[src/rtl/mem_stage_access.sv]
// MEM stage: aligned lb/lbu/lh/lhu/lw/sb/sh/sw over a req/ack data port, results registered toward MEM_WB.
// Latency: 1 cycle for non-memory ops, 1 + cycles-to-ack for memory ops (ack-timeout aborts after TIMEOUT).
// Backpressure: mem_stall (combinational) freezes upstream while an aligned access is issued or outstanding.
module mem_stage_access #(
  parameter int unsigned TIMEOUT = 16
) (
  input  logic        clk,
  input  logic        rst_n,
  input  logic        valid_in,
  input  logic [11:0] instruction_in,
  input  logic [14:0] ctrl_msg_in,
  input  logic [31:0] alu_in,
  input  logic [31:0] B_in,
  input  logic        mem_read,
  input  logic        mem_write,
  input  logic [1:0]  mem_size,
  input  logic        mem_unsigned,
  output logic        dmem_req,
  output logic        dmem_we,
  output logic [31:0] dmem_addr,
  output logic [3:0]  dmem_be,
  output logic [31:0] dmem_wdata,
  input  logic [31:0] dmem_rdata,
  input  logic        dmem_ack,
  output logic        mem_stall,
  output logic        valid_out,
  output logic [11:0] instruction_out,
  output logic [14:0] ctrl_msg_out,
  output logic [31:0] wb_data_out,
  output logic        align_err,
  output logic        bus_err
);

  typedef enum logic [0:0] {
    S_IDLE = 1'b0,
    S_WAIT = 1'b1
  } state_t;

  // Everything about the access that must survive while upstream is frozen
  typedef struct packed {
    logic [11:0] instr;
    logic [14:0] ctrl;
    logic [31:0] alu;
    logic        load;
    logic [1:0]  size;
    logic        uns;
  } acc_t;

  localparam logic [7:0] CNT_LAST = 8'(TIMEOUT - 1);

  state_t      state_q, state_d;
  logic [7:0]  cnt_q, cnt_d;
  acc_t        acc_q, acc_d;
  logic        req_q, req_d;
  logic        we_q, we_d;
  logic [31:0] addr_q, addr_d;
  logic [3:0]  be_q, be_d;
  logic [31:0] wdata_q, wdata_d;
  logic        valid_q, valid_d;
  logic [11:0] instr_out_q, instr_out_d;
  logic [14:0] ctrl_out_q, ctrl_out_d;
  logic [31:0] wb_q, wb_d;
  logic        align_q, align_d;
  logic        bus_q, bus_d;

  logic        access;
  logic        is_load;
  logic        misaligned;
  logic        cnt_last;
  logic        stall_c;
  logic [3:0]  st_be;
  logic [31:0] st_wdata;
  logic [7:0]  ld_byte;
  logic [15:0] ld_half;
  logic [31:0] ld_data;

  assign access     = valid_in & (mem_read | mem_write);
  assign is_load    = mem_read;
  assign misaligned = ((mem_size == 2'b01) & alu_in[0]) | (mem_size[1] & (|alu_in[1:0]));
  assign cnt_last   = (cnt_q == CNT_LAST);

  always_comb begin
    st_be    = 4'b1111;
    st_wdata = B_in;
    case (mem_size)
      2'b00: begin
        st_be    = 4'b0001 << alu_in[1:0];
        st_wdata = {4{B_in[7:0]}};
      end
      2'b01: begin
        st_be    = alu_in[1] ? 4'b1100 : 4'b0011;
        st_wdata = {2{B_in[15:0]}};
      end
      default: begin
        st_be    = 4'b1111;
        st_wdata = B_in;
      end
    endcase
  end

  // Load extraction uses the latched address/mode; live inputs may already have moved on
  always_comb begin
    ld_byte = 8'h00;
    case (acc_q.alu[1:0])
      2'd0:    ld_byte = dmem_rdata[7:0];
      2'd1:    ld_byte = dmem_rdata[15:8];
      2'd2:    ld_byte = dmem_rdata[23:16];
      default: ld_byte = dmem_rdata[31:24];
    endcase
    ld_half = acc_q.alu[1] ? dmem_rdata[31:16] : dmem_rdata[15:0];
    case (acc_q.size)
      2'b00:   ld_data = {{24{~acc_q.uns & ld_byte[7]}}, ld_byte};
      2'b01:   ld_data = {{16{~acc_q.uns & ld_half[15]}}, ld_half};
      default: ld_data = dmem_rdata;
    endcase
  end

  always_comb begin
    state_d     = state_q;
    cnt_d       = cnt_q;
    acc_d       = acc_q;
    req_d       = req_q;
    we_d        = we_q;
    addr_d      = addr_q;
    be_d        = be_q;
    wdata_d     = wdata_q;
    valid_d     = valid_q;
    instr_out_d = instr_out_q;
    ctrl_out_d  = ctrl_out_q;
    wb_d        = wb_q;
    align_d     = align_q;
    bus_d       = bus_q;
    stall_c     = 1'b0;

    case (state_q)
      S_IDLE: begin
        if (!access) begin
          valid_d     = valid_in;
          instr_out_d = instruction_in;
          ctrl_out_d  = ctrl_msg_in;
          wb_d        = alu_in;
          align_d     = 1'b0;
          bus_d       = 1'b0;
        end else if (misaligned) begin
          valid_d     = 1'b1;
          instr_out_d = instruction_in;
          ctrl_out_d  = ctrl_msg_in;
          wb_d        = 32'h0;
          align_d     = 1'b1;
          bus_d       = 1'b0;
        end else begin
          stall_c     = 1'b1;
          req_d       = 1'b1;
          we_d        = mem_write & ~mem_read;
          addr_d      = {alu_in[31:2], 2'b00};
          be_d        = is_load ? 4'b1111 : st_be;
          wdata_d     = is_load ? 32'h0 : st_wdata;
          cnt_d       = 8'd0;
          acc_d.instr = instruction_in;
          acc_d.ctrl  = ctrl_msg_in;
          acc_d.alu   = alu_in;
          acc_d.load  = is_load;
          acc_d.size  = mem_size;
          acc_d.uns   = mem_unsigned;
          state_d     = S_WAIT;
          valid_d     = 1'b0;
          align_d     = 1'b0;
          bus_d       = 1'b0;
        end
      end

      S_WAIT: begin
        stall_c = ~dmem_ack & ~cnt_last;
        if (dmem_ack) begin
          valid_d     = 1'b1;
          instr_out_d = acc_q.instr;
          ctrl_out_d  = acc_q.ctrl;
          wb_d        = acc_q.load ? ld_data : acc_q.alu;
          align_d     = 1'b0;
          bus_d       = 1'b0;
          req_d       = 1'b0;
          we_d        = 1'b0;
          state_d     = S_IDLE;
        end else if (cnt_last) begin
          valid_d     = 1'b1;
          instr_out_d = acc_q.instr;
          ctrl_out_d  = acc_q.ctrl;
          wb_d        = 32'h0;
          align_d     = 1'b0;
          bus_d       = 1'b1;
          req_d       = 1'b0;
          we_d        = 1'b0;
          state_d     = S_IDLE;
        end else begin
          cnt_d   = cnt_q + 8'd1;
          valid_d = 1'b0;
          align_d = 1'b0;
          bus_d   = 1'b0;
        end
      end

      default: begin
        state_d = S_IDLE;
      end
    endcase
  end

  always_ff @(posedge clk or negedge rst_n) begin
    if (!rst_n) begin
      state_q     <= S_IDLE;
      cnt_q       <= 8'd0;
      acc_q       <= '0;
      req_q       <= 1'b0;
      we_q        <= 1'b0;
      addr_q      <= 32'h0;
      be_q        <= 4'h0;
      wdata_q     <= 32'h0;
      valid_q     <= 1'b0;
      instr_out_q <= 12'h0;
      ctrl_out_q  <= 15'h0;
      wb_q        <= 32'h0;
      align_q     <= 1'b0;
      bus_q       <= 1'b0;
    end else begin
      state_q     <= state_d;
      cnt_q       <= cnt_d;
      acc_q       <= acc_d;
      req_q       <= req_d;
      we_q        <= we_d;
      addr_q      <= addr_d;
      be_q        <= be_d;
      wdata_q     <= wdata_d;
      valid_q     <= valid_d;
      instr_out_q <= instr_out_d;
      ctrl_out_q  <= ctrl_out_d;
      wb_q        <= wb_d;
      align_q     <= align_d;
      bus_q       <= bus_d;
    end
  end

  // Stall is forced low while reset is held so upstream is never frozen by a dead access
  assign mem_stall       = stall_c & rst_n;
  assign dmem_req        = req_q;
  assign dmem_we         = we_q;
  assign dmem_addr       = addr_q;
  assign dmem_be         = be_q;
  assign dmem_wdata      = wdata_q;
  assign valid_out       = valid_q;
  assign instruction_out = instr_out_q;
  assign ctrl_msg_out    = ctrl_out_q;
  assign wb_data_out     = wb_q;
  assign align_err       = align_q;
  assign bus_err         = bus_q;

endmodule

[config.mk]
export PLATFORM = sky130hd
export DESIGN_NAME = mem_stage_access
export DESIGN_NICKNAME = d
export VERILOG_FILES = /design/src/rtl/mem_stage_access.sv
export SDC_FILE = /design/constraint.sdc
export NUM_CORES = 1
export LEC_CHECK = 0
export BUFFER_PORTS_ARGS = -buffer_cell sky130_fd_sc_hd__buf_2
export CAP_MARGIN = 15
export CORE_ASPECT_RATIO = 1.1
export CORE_MARGIN = 3
export CORE_UTILIZATION = 30
export CTS_CLUSTER_DIAMETER = 100
export DETAILED_ROUTE_END_ITERATION = 10
export PLACE_DENSITY_LB_ADDON = 0.2
export REMOVE_ABC_BUFFERS = 1
export SLEW_MARGIN = 25
export SYNTH_ARGS = -nofsm -noshare
export SYNTH_HDL_FRONTEND = slang
export SYNTH_SLANG_ARGS = --single-unit
[constraint.sdc]
create_clock -name clk -period 2.1 [get_ports clk]
set_input_delay 0.42 -clock clk [delete_from_list [all_inputs] [get_ports clk]]
set_output_delay 0.42 -clock clk [all_outputs]
set_load 0.02 [all_outputs]
==> impl_metrics.toml <==
[outcome]
status = "finished with violations"
failed_checks = "negative setup slack"

[global_routing]
grt_pass1_wl_mm = 44.73
antenna_found_initial = 4
grt_max_degree = 118
gr-usage-all-layers_pct = 18.41
grt-ovfl-total = 0
grt_pass1_vias = 7614

[final_layout]
final_area_sq_um = 10960
final_nets = 1297
area_growth_pct = 26.37
drive_gt1_share_pct = 32.12
fin_util_pct = 39.00

[critical_path]
worst-path-buf-inv = 3
critPathMaxFanout = 3
crit_slowest_cell = "dfrtp_1"
crit_type = "flop to output port"
worstSetupStartpointType = "flop"
crit_arrival_ns = 1.83
path_cells = "nor4_4, buf_4, a21oi_4, nor2_8, inv_4, and2_4, buf_6"
crit_family = "simple AND/OR/NAND/NOR gates"
slowest_delay_ns = 0.43
worst_ep_required_time_ns = 1.68
critical_path.endpoint_type = "output port"

[clock_network]
clkTransAtPathRegs_ns = 0.07
clock_sinks = 172
cts_made_buffers = 17
clock_latency_ns = 0.44
cts_max_level = 4
cts_root_buffer = "clkbuf_16"
cts_buffer_depth = 2
cts_tree = "built"

[floorplan]
row_count = 64
initial_core_util_pct = 30.86
ioPinCount = 265
die_area_sq_um = 30990
die_height_um = 184.3
core_sq_um = 28110
die_w_um = 168.1

[synthesis]
synth_edf_count = 0
yosysWarningCount = 0
ys_top_cells_by_area = "dfrtp_1 (50%), nand2_1 (12%), mux2i_1 (6.8%)"
ys_ff_latch = 172
synth_compound_area_share_pct = 17.77
ys_seq_area_share_pct = 49.62
synth_top_area_share_pct = 49.62
synth_cell_types = 60
yosys.area_share.simple_pct = 17.67
synthTopCellsByCount = "nand2_1 (276), dfrtp_1 (172), o21ai_0 (83), mux2i_1 (59), clkbuf_1 (37)"
synth_top_area_cell = "dfrtp_1"
avgSynthCellArea_sq_um = 9.237
yosysMostFrequentCell = "nand2_1"
synthXorXnorAreaFrac_pct = 0.4039
netlist_area_sq_um = 8673
muxShareOfSynthArea_pct = 7.372
synthAdderAreaFrac_pct = 0.1443
synth_top_flop_cell = "dfrtp_1"
synth_top_family_by_area = "compound AO/OA/AOI/OAI gates"
syn-instance-count = 939
ys_async_sr_fraction_pct = 100.0

[min_path]
hold_class = "input pin to async pin"

[routing]
drc_errors = 0
drt_first_pass_iters = 5
wl_mm = 28.81
via_count = 7708
antenna_left = 0
dr.first_iter.drc_count = 466
wl_per_cell_um = 18.68
vias_per_cell = 4.999

[power]
peakVddDrop_uv = 367.3
power_density_nw_per_um2 = 1018
power.leakage_nw = 5.403

[sta]
report.final.setup_viol = 1
worst_pin_slew_ns = 0.8552
final.period_utilization_pct = 107.0
min_period_ns = 2.248
max_slew_margin_pct = 42.99
maxSlewViolCount = 0
rsz0062_at_grt = "true"
fmax_mhz = 444.9
skew_ns = 0.01757
hold_violations = 0
fin_ws_ns = -0.1479

[placement]
portBuffers = 262
placed_area_sq_um = 10310
gp_congestion = 0.7915
hpwl_mm = 19.84

[job]
cap_viol_max_count = 0
per-stage QoR:
step                instances  hold slack, ns  power [mW]  TNS [ns]  worst slack [ns]
floorplan                 838          0.1244       6.567   -410.86            -3.443
global placement         1500          0.4567       8.095         0            0.1731
detailed placement       1500          0.4626       8.141         0            0.1599
CTS                      1538          0.1546       11.28   -0.1279           -0.1279
global route             1542          0.1656       11.83   -0.2272           -0.2272
finish                   1542          0.1185       11.15   -0.1479           -0.1479
registers in the layout, summed over array words and instances, names as in the netlist:
signal,count
wb_data_out,32
ctrl_msg_out,15
dmem_be,4
acc_q,63
dmem_wdata,32
align_err,1
instruction_out,12
bus_err,1
dmem_we,1
state_q,1
valid_out,1
dmem_req,1
cnt_q,8
layout make-up:
type,instances,area [sq um]
Inverter,10,40.04
Multi-Input combinational cell,656,3814
Clock buffer,22,454.2
Timing Repair Buffer,307,1789
Sequential cell,172,4309
Antenna cell,2,5.005
Tap cell,363,454.2
Clock inverter,10,95.09
Fill cell,2912,17150
worst reg2reg max path, cell delays in order (launching register included):
cell and delay (ns):
dfrtp_1 0.43, nor4_4 0.31, buf_4 0.17, a21oi_4 0.08, nor2_8 0.10, inv_4 0.03, buf_4 0.13, buf_4 0.19
a221o_1 0.38
layout by cell type, fill, tap and decap left out, types with 21 or more instances in the layout:
master and count:
nor2_1 21, nand2_1 276, buf_2 260, o21ai_1 25
mux2i_1 59, buf_4 35, dfrtp_1 168, o21ai_0 83
worst paths after layout:
path,endpoint,depth (start not counted),from,slack [ns]
setup / recovery,mem_stall,7,cnt_q[7]$_DFFE_PN0P_,-0.15
hold / removal,cnt_q[7]$_DFFE_PN0P_,2,rst_n,0.12
setup reg to reg,wb_data_out[26]$_DFFE_PN0P_,8,cnt_q[7]$_DFFE_PN0P_,0.15
hold reg to reg,dmem_wdata[1]$_DFFE_PN0P_,2,dmem_wdata[1]$_DFFE_PN0P_,0.47
max in group asynchronous,acc_q[36]$_DFFE_PN0P_,2,rst_n,1.43
min in group clk,acc_q[0]$_DFFE_PN0P_,3,mem_unsigned,0.17
kinds of logic after synthesis:
| kind of cell | after synthesis |
|---|---|
| simple gates | 361 |
| compound gates | 226 |
| flops | 172 |
| buf+inv | 112 |
| mux | 62 |
| xor+xnor | 4 |
| fa+ha+maj | 1 |
| other cells | 1 |
power by group:
group,internal [mW],switching (mW)
sequential,4.03,0.497
combinational,1.35,2.20
clock,1.67,1.41
total,7.04,4.11
metal layers:
layer,wire (um),GRT usage (%)
met3,1835,4.805
met2,13700,30.12
met5,24,0
met4,540,5.205
met1,12710,24.26
repair_timing:
action	in CTS	in global routing
buffers inserted	6	2
pin swaps	2	2
gates resized for setup	7	4
endpoints found under the setup margin	1	2
hold buffers	0	0
cloned	0	0
(Power assumes the default switching activity.)
